### config.mk
export PLATFORM = sky130hd
export DESIGN_NAME = multi_rate_tick_gen_flat
export DESIGN_NICKNAME = d
export VERILOG_FILES = /design/src/rtl/rate_pkg.sv /design/src/rtl/multi_rate_tick_gen_if.sv /design/src/rtl/tick_channel.sv /design/src/rtl/multi_rate_tick_gen.sv /design/src/flat_wrapper.sv
export SDC_FILE = /design/constraint.sdc
export NUM_CORES = 1
export LEC_CHECK = 0
export CORE_MARGIN = 2
export CORE_UTILIZATION = 25
export CTS_BUF_LIST = sky130_fd_sc_hd__clkbuf_8 sky130_fd_sc_hd__clkbuf_16
export CTS_CLUSTER_DIAMETER = 120
export DETAILED_ROUTE_END_ITERATION = 8
export GPL_TIMING_DRIVEN = 0
export HOLD_SLACK_MARGIN = 0.02
export SETUP_SLACK_MARGIN = 0.5
export SYNTH_ARGS = -nofsm -noshare
export SYNTH_HDL_FRONTEND = slang
export SYNTH_HIERARCHICAL = 1
export SYNTH_SLANG_ARGS = --single-unit
### constraint.sdc
create_clock -name clk -period 7.3 [get_ports clk]
set_input_delay 1.46 -clock clk [delete_from_list [all_inputs] [get_ports clk]]
set_output_delay 1.46 -clock clk [all_outputs]
set_load 0.1 [all_outputs]
### src/rtl/rate_pkg.sv
// Shared constants for the multi-channel tick generator.
// Standard reload values assume a 50 MHz system clock.
package rate_pkg;

    localparam int CNT_W_DEF = 28;

    localparam logic MODE_PERIODIC = 1'b0;
    localparam logic MODE_ONESHOT  = 1'b1;

    localparam int unsigned LOAD_60HZ = 833332;
    localparam int unsigned LOAD_1HZ  = 49999999;

    // A single channel still needs a one-bit select field.
    function automatic int sel_w(input int n);
        return (n > 1) ? $clog2(n) : 1;
    endfunction

endpackage

### src/rtl/multi_rate_tick_gen_if.sv
// Control and status bundle of the tick generator.
// The game logic is master; the generator is slave.
interface multi_rate_tick_gen_if
    import rate_pkg::*;
#(
    parameter int NUM_CH = 4,
    parameter int CNT_W  = CNT_W_DEF
);

    localparam int SEL_W = sel_w(NUM_CH);

    logic                      enable;
    logic [NUM_CH-1:0]         ch_en;
    logic [NUM_CH-1:0]         mode;
    logic [NUM_CH-1:0]         restart;
    logic                      load_we;
    logic [SEL_W-1:0]          load_sel;
    logic [CNT_W-1:0]          load_value;
    logic [NUM_CH-1:0]         tick;
    logic [NUM_CH-1:0]         busy;
    logic [NUM_CH*CNT_W-1:0]   count;

    modport master (
        output enable, ch_en, mode, restart,
        output load_we, load_sel, load_value,
        input  tick, busy, count
    );

    modport slave (
        input  enable, ch_en, mode, restart,
        input  load_we, load_sel, load_value,
        output tick, busy, count
    );

endinterface

### src/rtl/tick_channel.sv
// One divider channel: reload register, down counter,
// one-shot busy flag and registered tick.
module tick_channel
    import rate_pkg::*;
#(
    parameter int               CNT_W        = CNT_W_DEF,
    parameter logic [CNT_W-1:0] DEFAULT_LOAD = CNT_W'(LOAD_60HZ)
) (
    input  logic             clk,
    input  logic             reset,
    input  logic             run_en,
    input  logic             mode,
    input  logic             restart,
    input  logic             load_we,
    input  logic [CNT_W-1:0] load_value,
    output logic             tick,
    output logic             busy,
    output logic [CNT_W-1:0] count
);

    logic [CNT_W-1:0] reload_q, reload_d;
    logic [CNT_W-1:0] count_q, count_d;
    logic             busy_q, busy_d;
    logic             tick_q, tick_d;
    logic             run;

    always_comb begin
        reload_d = reload_q;
        count_d  = count_q;
        busy_d   = busy_q;
        tick_d   = 1'b0;
        run      = run_en && ((mode == MODE_ONESHOT) ? busy_q : 1'b1);

        if (load_we)
            reload_d = load_value;

        // Restart beats a same-cycle wrap and sees a same-cycle write.
        if (restart) begin
            count_d = reload_d;
            busy_d  = (mode == MODE_ONESHOT);
        end else if (run) begin
            if (count_q != '0) begin
                count_d = count_q - CNT_W'(1);
            end else begin
                tick_d = 1'b1;
                if (mode == MODE_ONESHOT)
                    busy_d = 1'b0;
                else
                    count_d = reload_d;
            end
        end

        if (mode == MODE_PERIODIC)
            busy_d = 1'b0;
    end

    always_ff @(posedge clk) begin
        if (reset) begin
            reload_q <= DEFAULT_LOAD;
            count_q  <= DEFAULT_LOAD;
            busy_q   <= 1'b0;
            tick_q   <= 1'b0;
        end else begin
            reload_q <= reload_d;
            count_q  <= count_d;
            busy_q   <= busy_d;
            tick_q   <= tick_d;
        end
    end

    assign tick  = tick_q;
    assign busy  = busy_q;
    assign count = count_q;

endmodule

### src/rtl/multi_rate_tick_gen.sv
// NUM_CH independent programmable tick dividers sharing
// one reload write port.
module multi_rate_tick_gen
    import rate_pkg::*;
#(
    parameter int               NUM_CH       = 4,
    parameter int               CNT_W        = CNT_W_DEF,
    parameter logic [CNT_W-1:0] DEFAULT_LOAD = CNT_W'(LOAD_60HZ)
) (
    input  logic                 clk,
    input  logic                 reset,
    multi_rate_tick_gen_if.slave bus
);

    localparam int SEL_W = sel_w(NUM_CH);

    logic [NUM_CH-1:0]       tick_w;
    logic [NUM_CH-1:0]       busy_w;
    logic [NUM_CH*CNT_W-1:0] count_w;

    for (genvar i = 0; i < NUM_CH; i++) begin : g_ch
        logic we;
        logic run_en;

        // Out-of-range selects match no channel and are dropped.
        assign we     = bus.load_we && (bus.load_sel == SEL_W'(i));
        assign run_en = bus.enable && bus.ch_en[i];

        tick_channel #(
            .CNT_W        (CNT_W),
            .DEFAULT_LOAD (DEFAULT_LOAD)
        ) u_ch (
            .clk        (clk),
            .reset      (reset),
            .run_en     (run_en),
            .mode       (bus.mode[i]),
            .restart    (bus.restart[i]),
            .load_we    (we),
            .load_value (bus.load_value),
            .tick       (tick_w[i]),
            .busy       (busy_w[i]),
            .count      (count_w[i*CNT_W +: CNT_W])
        );
    end

    assign bus.tick  = tick_w;
    assign bus.busy  = busy_w;
    assign bus.count = count_w;

endmodule

### src/flat_wrapper.sv
// flat-port wrapper written by rule: the top's interface ports become plain ports
module multi_rate_tick_gen_flat import rate_pkg::*;
#(
    parameter int               NUM_CH       = 4,
    parameter int               CNT_W        = CNT_W_DEF,
    parameter logic [CNT_W-1:0] DEFAULT_LOAD = CNT_W'(LOAD_60HZ)
)
  (clk, reset, bus_enable, bus_ch_en, bus_mode, bus_restart, bus_load_we, bus_load_sel, bus_load_value, bus_tick, bus_busy, bus_count);
  multi_rate_tick_gen_if #(.NUM_CH(NUM_CH), .CNT_W(CNT_W)) bus_i ();
  input  logic clk;
  input  logic reset;
  input wire logic [$bits(bus_i.enable)-1:0] bus_enable;
  input wire logic [$bits(bus_i.ch_en)-1:0] bus_ch_en;
  input wire logic [$bits(bus_i.mode)-1:0] bus_mode;
  input wire logic [$bits(bus_i.restart)-1:0] bus_restart;
  input wire logic [$bits(bus_i.load_we)-1:0] bus_load_we;
  input wire logic [$bits(bus_i.load_sel)-1:0] bus_load_sel;
  input wire logic [$bits(bus_i.load_value)-1:0] bus_load_value;
  output wire logic [$bits(bus_i.tick)-1:0] bus_tick;
  output wire logic [$bits(bus_i.busy)-1:0] bus_busy;
  output wire logic [$bits(bus_i.count)-1:0] bus_count;
  assign bus_i.enable = bus_enable;
  assign bus_i.ch_en = bus_ch_en;
  assign bus_i.mode = bus_mode;
  assign bus_i.restart = bus_restart;
  assign bus_i.load_we = bus_load_we;
  assign bus_i.load_sel = bus_load_sel;
  assign bus_i.load_value = bus_load_value;
  assign bus_tick = bus_i.tick;
  assign bus_busy = bus_i.busy;
  assign bus_count = bus_i.count;
  multi_rate_tick_gen #(.NUM_CH(NUM_CH), .CNT_W(CNT_W), .DEFAULT_LOAD(DEFAULT_LOAD)) u_core (.clk(clk), .reset(reset), .bus(bus_i));
endmodule
Yosys cells after proc, flatten, opt, wreduce, memory -nomap -nowiden:

Cells that the tools add are included.

* register bits: 232
* input port bits: 46
* output and inout port bits: 120
* word-level logic and storage cells: 116

* add/subtract/negate cells: 4
* equal/unequal tests: 11
* multiplexer cells: 40
* bitwise gates (word level): 8
* reductions and logical operators: 37

Operators by type and width (number)
* $mux 28: 20
* $reduce_bool 28->1: 4
* $sub 28x1->28 const B: 4
* $mux 1: 20
* $reduce_and 2->1: 8
* $logic_and 1x1->1: 12
* $ne 3x1->1 const B: 4
* $reduce_or 3->1: 4
* $ne 2x2->1 const B: 4
* $not 1->1: 8
* $reduce_bool 2->1: 4
* $reduce_or 2->1: 4
* $eq 2x2->1 const B: 2
* $eq 2x1->1 const B: 1
* $logic_not 2->1: 1

Longest topological paths before layout:

Gate-level depths: netlist of the first run.

* depth in word-level cells: 7
* mapped depth: 9
* gate-level depth less buffers: 8

By module:

The synthesis of the first run kept the hierarchy.

Modules (own cells, without submodules)
* tick_channel: instances 4, cells each 368, area each 3050.4 µm², sequential area each 1161.1 µm²
* multi_rate_tick_gen: instances 1, cells each 8, area each 62.6 µm², sequential area each 0.0 µm²

Worst setup path after synthesis of the first run:

Ideal clock, no wire load.

* kind: input -> register
* start point: input bus_load_sel[1]
* end point: register u_core.g_ch[1].u_ch.count_q[14]
* library setup time: 0.118 ns
* data arrival time: 3.103 ns
* data required time: 7.182 ns
* path slack: 4.078 ns
* stages on the path: 7
* path buffers: 3
* cell sequence: and3b_1 -> clkbuf_1 -> buf_1 -> clkbuf_1 -> mux2i_1 -> mux2i_1 -> o2bb2ai_1

* word-level cells in the longest chain between the ends: 7

Ends and longest elaborated chain
* start, declared: line flat_wrapper.sv:17 `input wire logic [$bits(bus_i.load_sel)-1:0] bus_load_sel;`
* $eq 2x1->1 *: line multi_rate_tick_gen.sv:26 `assign we = bus.load_we && (bus.load_sel == SEL_W'(i));`
* $logic_and 1x1->1 *: line multi_rate_tick_gen.sv:26
* $mux 28 *: line tick_channel.sv:34 `if (load_we)`
* $mux 28: line tick_channel.sv:46 `if (mode == MODE_ONESHOT)`
* $mux 28: line tick_channel.sv:42 `if (count_q != '0) begin`
* $mux 28: line tick_channel.sv:41 `end else if (run) begin`
* $mux 28 *: line tick_channel.sv:38 `if (restart) begin`
* end signal, assigned: line tick_channel.sv:65 `count_q <= count_d;`
* end, declared: line tick_channel.sv:22 `logic [CNT_W-1:0] count_q, count_d;`

Every way passes the cells marked *; elsewhere a longest branch is shown, timed or not. The select of a mux whose other input is x is not followed.
A chain may end at the register's enable or synchronous reset.

Final worst setup path of the first run:

* start point: input bus_load_we
* end point: register u_core.g_ch[0].u_ch.count_q[14]

* word-level cells in the longest chain between the ends: 6

Ends and longest elaborated chain
* start, declared: line flat_wrapper.sv:16 `input wire logic [$bits(bus_i.load_we)-1:0] bus_load_we;`
* $logic_and 1x1->1 *: line multi_rate_tick_gen.sv:26
* named net u_core.g_ch[0].we: line multi_rate_tick_gen.sv:22 `logic we;`
* $mux 28 *: line tick_channel.sv:34
* $mux 28: line tick_channel.sv:46
* $mux 28: line tick_channel.sv:42
* $mux 28: line tick_channel.sv:41
* $mux 28 *: line tick_channel.sv:38
* end signal, assigned: line tick_channel.sv:65
* end, declared: line tick_channel.sv:22

The timed path passes the listed nets; every way through them passes the cells marked *. The select of a mux whose other input is x is not followed.

==> results of run 1 <==
==> layout by cell type, fill, tap and decap left out, drive strengths merged, types with 8 or more instances in the layout <==
master and instances:
o211ai 24, mux2 12, and4b 8, or3 24, o41ai 8, a211o 36
a211oi 32, a2bb2oi 8, and3 9, nand4b 8, mux2i 68, o311ai 16
nor2b 52, nor2 192, nor3 56, o21ai 80, a22oi 12, nand3 40
buf 20, a31oi 40, nand4 12, o32a 24, or4 24, or2 12
a21oi 88, a32o 8, a21o 12, nand2b 12, o22ai 12, o21a 12
clkbuf 109, nor4 24, clkdlybuf4s50 165, ha 8, inv 33, nand2 88
dfxtp 232
==> sequential cells by signal, indices dropped and copies added (netlist names) <==
name and flops:
u_core/g_ch.u_ch/reload_q 112, u_core/g_ch.u_ch/count 112, u_core/g_ch.u_ch/tick 4, u_core/g_ch.u_ch/busy 4
==> worst max-delay path, cell delays in order <==
cell             delay, ps
clkdlybuf4s50_1        510
nor3b_2                270
clkbuf_1               460
buf_1                  480
clkbuf_1               510
mux2i_1                440
mux2i_1                140
o2bb2ai_1              150
==> cell families (layout without fill, tap and decap cells) <==
kind of cell | after synthesis | after routing
adder cells (fa/ha/maj) | 8 | 8
XOR/XNOR | 4 | 4
flip-flops | 232 | 232
AO/OA/AOI/OAI | 448 | 448
buffers and inverters | 128 | 339
AND/OR/NAND/NOR | 580 | 580
multiplexers | 80 | 80
==> report_power, final <==
| group | leakage [nW] | switching, mW | internal (mW) | total [mW] |
|---|---|---|---|---|
| clock | 0.450 | 0.561 | 0.828 | 1.39 |
| combinational | 2.63 | 0.401 | 0.156 | 0.557 |
| sequential | 1.89 | 0.0411 | 1.31 | 1.35 |
| total | 4.97 | 1.00 | 2.30 | 3.30 |
==> metal layers <==
layer / vias up / GRT usage, % / share of wire (%)
li1: 5956 / - / -
met1: 6205 / 25.8 / 43
met2: 657 / 30.9 / 45
met3: 130 / 2.48 / 7.0
met4: 2 / 8.84 / 4.5
met5: - / 0 / 0.026
==> through the flow <==
| step | std cells | util, % | hold slack [ps] |
|---|---|---|---|
| 2_1_floorplan | 1480 | - | 442 |
| 3_3_place_gp | 2267 | 30.2 | 479 |
| 3_5_place_dp | 2267 | 30.2 | 485 |
| 4_1_cts | 2313 | 32.0 | 495 |
| 5_1_grt | 2313 | 32.0 | 514 |
| 6_report | 2313 | 32.0 | 492 |
==> cell type report <==
cell class / count / area, sq um
inverter: 28 / 105
tap: 622 / 778
timing repair buffer: 165 / 1650
sequential: 232 / 4640
buffer: 100 / 430
multi-input combinational: 1120 / 7080
fill: 5091 / 33100
clock inverter: 17 / 186
clock buffer: 29 / 703
==> worst paths after layout <==
check	slack [ps]	end	cells past startpoint
setup / recovery	3300	u_core/g_ch[0].u_ch/count[14]	8
hold / removal	490	u_core/g_ch[2].u_ch/count[16]	2
setup reg to reg	4180	u_core/g_ch[1].u_ch/count[15]	8
hold reg to reg	490	u_core/g_ch[2].u_ch/count[16]	2
==> results.yml, run 1 <==
outcome:
  status: "finished, final reports clean"
clocking:
  cts_num_sinks: 232
  cts_setup_buffers: 0
  htreeDepth: 1
  clkTransAtPathRegs_ps: 60
  hold_buffers: 0
  cts_resized: 0
  clock-root-buffer: "clkbuf_16"
  clockBufferDepth: 3
  clock_latency_ps: 550
  cts_tree: "yes"
  numCtsBuffers: 26
worst_hold_path:
  hold_class: "reg2reg"
  min_from: "u_core/g_ch[2].u_ch/count[16]"
setup_path:
  arrival_ps: 4430
  required_ps: 7730
  crit_type: "in2reg"
  crit_start: "bus_load_we"
  critPathLaunchType: "input pin"
  cp-end-kind: "register"
  timing.rr.start: "u_core/g_ch[1].u_ch/count[8]"
  crit_fanout: 10
die:
  rows: 81
  start_util_pct: 25.2
  io_pins: 166
  dieArea_sq_mm: 0.0508
  fp.dieH_um: 225
  die_w_um: 225
  core_sq_mm: 0.0486
synth:
  synth_flop_cell: "dfxtp_1"
  synth_xor_area_share_pct: 0.286
  yosys.area_share.simple_pct: 24.8
  synth-seq-cells: 232
  synth_top_area_share_pct: 37.9
  ys_seq_area_share_pct: 37.9
  synth_compound_area_share_pct: 25.2
  synth.area.mux_share_pct: 6.65
  synth_edf_count: 0
  synthTopCellsByArea: "dfxtp_1 38%, nor2_1 5.9%, mux2i_1 5.5%"
  yosysTopAreaCell: "dfxtp_1"
  netlist_instances: 1480
  yosys.cell_count.top_type: "dfxtp_1"
  synth_area_sq_mm: 0.0123
  synthAdderAreaFrac_pct: 0.816
  yosys_warnings: 6
  yosysUniqueCellTypes: 63
  syn_nets: 1534
  synth.avg_cell_area_sq_um: 8.29
  synth_top_family_by_area: "compound AO/OA/AOI/OAI gates"
  synth_commonest_cells: "232 x dfxtp_1, 192 x nor2_1, 88 x a21oi_1, 88 x nand2_1, 80 x clkbuf_1"
  async_flop_share_pct: 0
global_routing:
  grt_pass1_vias: 12300
  grt_pass1_wl_um: 75300
  grt.total_usage_pct: 19.3
  grt_antenna_before_repair: 2
  grt_start_max_net_pins: 14
  overflow: 0
sta:
  rsz0062_at_grt: "no"
  max_clock_freq_mhz: 250
  fin_skew_ps: 12.8
  setup-tns-final_ps: 0
  period_share_pct: 54.8
  drv_slew: 0
  final-hold-violation-count: 0
  finalCriticalPeriod_ps: 4000
  worst_pin_slew_ps: 1040
  slew_headroom_pct: 30.5
  fin_ws_ps: 3300
  finalSetupViolations: 0
place:
  hpwl_um: 37000
  gp_congestion: 0.963
  numPortBuffers: 165
  dp_slack_ps: 2770
  placed_area_sq_mm: 0.0147
final_layout:
  drive_above_1_share_pct: 6.33
  area_delta_synth_final_pct: 27.1
  num-nets-final: 1727
  antenna_cells: 0
  stdcell_area_sq_mm: 0.0156
drt:
  antenna_left: 0
  drtIter0Drc: 1442
  dr.pass1.iters: 6
  route.detailed.drc: 0
  wire_per_inst_um: 22.0
  vias: 13000
  vias_per_cell: 5.60
  routed_wl_um: 50800
power_and_ir_drop:
  power_mw: 3.30
  max-vdd-ir-drop_v: 0.000135
  power.density_mw_per_mm2: 212
  p_leak_nw: 4.97
run:
  cap_viol_max_count: 0
Note: power is estimated with default switching activity, not from simulation.
==> run 2, diff against run 1 <==
==> constraint.sdc (replaced) <==
create_clock -name clk -period 3.8 [get_ports clk]
set_input_delay 0.76 -clock clk [delete_from_list [all_inputs] [get_ports clk]]
set_output_delay 0.76 -clock clk [all_outputs]
set_load 0.1 [all_outputs]
==> run 2 against run 1 <==
Against the previous run:
- total power grew 92%
- global-route usage is the same
- via count shrank 0.47%
- sequential power grew 93%
- routed wire length is essentially flat
- die area is the same
- setup slack lost 2600 ps
==> results.yml, run 2 (synthesized netlist as in run 1, its figures left out) <==
setup_path:
  arrival_ps: 3570
  crit_cells: 8
  path_common_cell: "mux2i_1"
  cpPeakStageDelay_ps: 510
  timing.critical_path.to: "u_core/g_ch[0].u_ch/count[14]"
  path_delay_family: "buffers and inverters"
  path_cells: "clkdlybuf4s50_1, nor3b_2, clkbuf_1, buf_1, clkbuf_2, mux2i_1, mux2i_1, o2bb2ai_1"
  r2r-end: "u_core/g_ch[1].u_ch/count[15]"
  critPathLaunchType: "input pin"
  ff2ff_path_depth: 8
  required_ps: 4230
  cp-end-kind: "register"
  crit_fanout: 10
  crit_slowest_cell: "clkdlybuf4s50_1"
  crit_type: "in2reg"
  worst-path-buf-inv: 4
  timing.rr.start: "u_core/g_ch[1].u_ch/count[8]"
  r2r_slack_ps: 690
  crit_start: "bus_load_we"
power_and_ir_drop:
  p_leak_nw: 4.98
  internal_power_mw: 4.41
  max-vdd-ir-drop_v: 0.000261
  pwr-share-comb_pct: 16.9
  seqPwrFrac_pct: 41.0
  switchingPower_mw: 1.93
  swShare_pct: 30.4
  p_clk_share_pct: 42.1
  power.density_mw_per_mm2: 407
sta:
  max_clock_freq_mhz: 318
  finalCriticalPeriod_ps: 3140
  period_share_pct: 82.7
  worst_pin_slew_ps: 1040
  finalSetupViolations: 0
  slew_headroom_pct: 30.5
  drv_slew: 0
  fin_skew_ps: 14.7
  final-hold-violation-count: 0
  rsz0062_at_grt: "yes"
global_routing:
  grt_antenna_before_repair: 2
  overflow: 0
  grt_pass1_wl_um: 75300
  grt_start_max_net_pins: 14
  grt_pass1_vias: 12300
  grt.total_usage_pct: 19.3
drt:
  vias_per_cell: 5.57
  routed_wl_um: 50800
  route.detailed.drc: 0
  drtIter0Drc: 1405
  vias: 12900
  dr.pass1.iters: 5
  wire_per_inst_um: 22.0
  antenna_left: 0
final_layout:
  stdcell_area_sq_mm: 0.0156
  area_delta_synth_final_pct: 27.1
  drive_above_1_share_pct: 6.56
  antenna_cells: 0
  final_cell_mix: "232 x dfxtp_1, 192 x nor2_1, 165 x clkdlybuf4s50_1"
  num-nets-final: 1727
  utilization_pct: 32.0
  final_common_cell: "dfxtp_1"
place:
  hpwl_um: 37000
  placed_area_sq_mm: 0.0147
  numPortBuffers: 165
  gp_congestion: 0.963
run:
  cap_viol_max_count: 0
die:
  start_util_pct: 25.2
  rows: 81
  io_pins: 166
  die_w_um: 225
  fp.dieH_um: 225
  dieArea_sq_mm: 0.0508
  core_sq_mm: 0.0486
clocking:
  clockBufferDepth: 3
  htreeDepth: 1
  clkTransAtPathRegs_ps: 60
  cts_tree: "yes"
  clock_latency_ps: 550
  clock-root-buffer: "clkbuf_16"
  cts_num_sinks: 232
  numCtsBuffers: 26
outcome:
  status: "finished, final reports clean"
worst_hold_path:
  hold_class: "reg2reg"
==> run 2: worst min-delay path by stage <==
| stage | slack [ps] | start | to | depth (start not counted) |
|---|---|---|---|---|
| 2_1_floorplan | 440 | u_core/g_ch[0].u_ch/reload_q[19] | u_core/g_ch[0].u_ch/reload_q[19] | 2 |
| 3_3_place_gp | 480 | u_core/g_ch[1].u_ch/reload_q[16] | u_core/g_ch[1].u_ch/reload_q[16] | 2 |
| 3_5_place_dp | 480 | u_core/g_ch[2].u_ch/count[16] | u_core/g_ch[2].u_ch/count[16] | 2 |
| 4_1_cts | 490 | u_core/g_ch[2].u_ch/count[16] | u_core/g_ch[2].u_ch/count[16] | 2 |
| 5_1_grt | 510 | u_core/g_ch[1].u_ch/count[16] | u_core/g_ch[1].u_ch/count[16] | 2 |
| 6_report | 490 | u_core/g_ch[2].u_ch/reload_q[22] | u_core/g_ch[2].u_ch/reload_q[22] | 2 |
==> run 2: repair_timing <==
action / CTS / global route
resized for setup: 0 / 6
endpoints found under the setup margin: 0 / 13
setup buffers: 0 / 0
hold buffers: 0 / 0
==> run 2: power groups by stage <==
stage / sequential [mW] / combinational, mW / clock (mW)
after floorplan: 2.94 / 0.392 / 0
after global placement: 2.65 / 1.05 / 0
after detailed placement: 2.66 / 1.06 / 0
after CTS: 2.60 / 1.06 / 2.72
after global routing: 2.61 / 1.12 / 2.82
final: 2.60 / 1.07 / 2.67
==> run 2: layout make-up <==
class,count,area (sq um)
Fill cell,5093,33100
Multi-Input combinational cell,1120,7080
Sequential cell,232,4640
Timing Repair Buffer,165,1650
Tap cell,622,778
Clock buffer,29,703
Buffer,100,435
Clock inverter,17,186
Inverter,28,105
==> run 2: layer usage <==
metal	track usage [%]	share of wire [%]
met4	8.84	4.4
met5	0	0.026
met3	2.48	6.6
met2	30.9	45
met1	25.8	44
==> run 2: through the flow <==
stage	std cells	power, mW	worst slack, ps	TNS, ps	hold slack, ps
6_report	2313	6.34	657	0	494
2_1_floorplan	1480	3.33	935	0	442
4_1_cts	2313	6.39	529	0	495
3_3_place_gp	2267	3.70	22.2	0	479
5_1_grt	2313	6.55	457	0	514
3_5_place_dp	2267	3.71	-34.7	-34.7	485
==> run 2: worst reg2reg max path, delay by kind of cell, from the launching register on <==
family                 cells  cell delay [ps]
flip-flops                 1              390
AO/OA/AOI/OAI              4             1060
buffers and inverters      2              520
AND/OR/NAND/NOR            2             1040
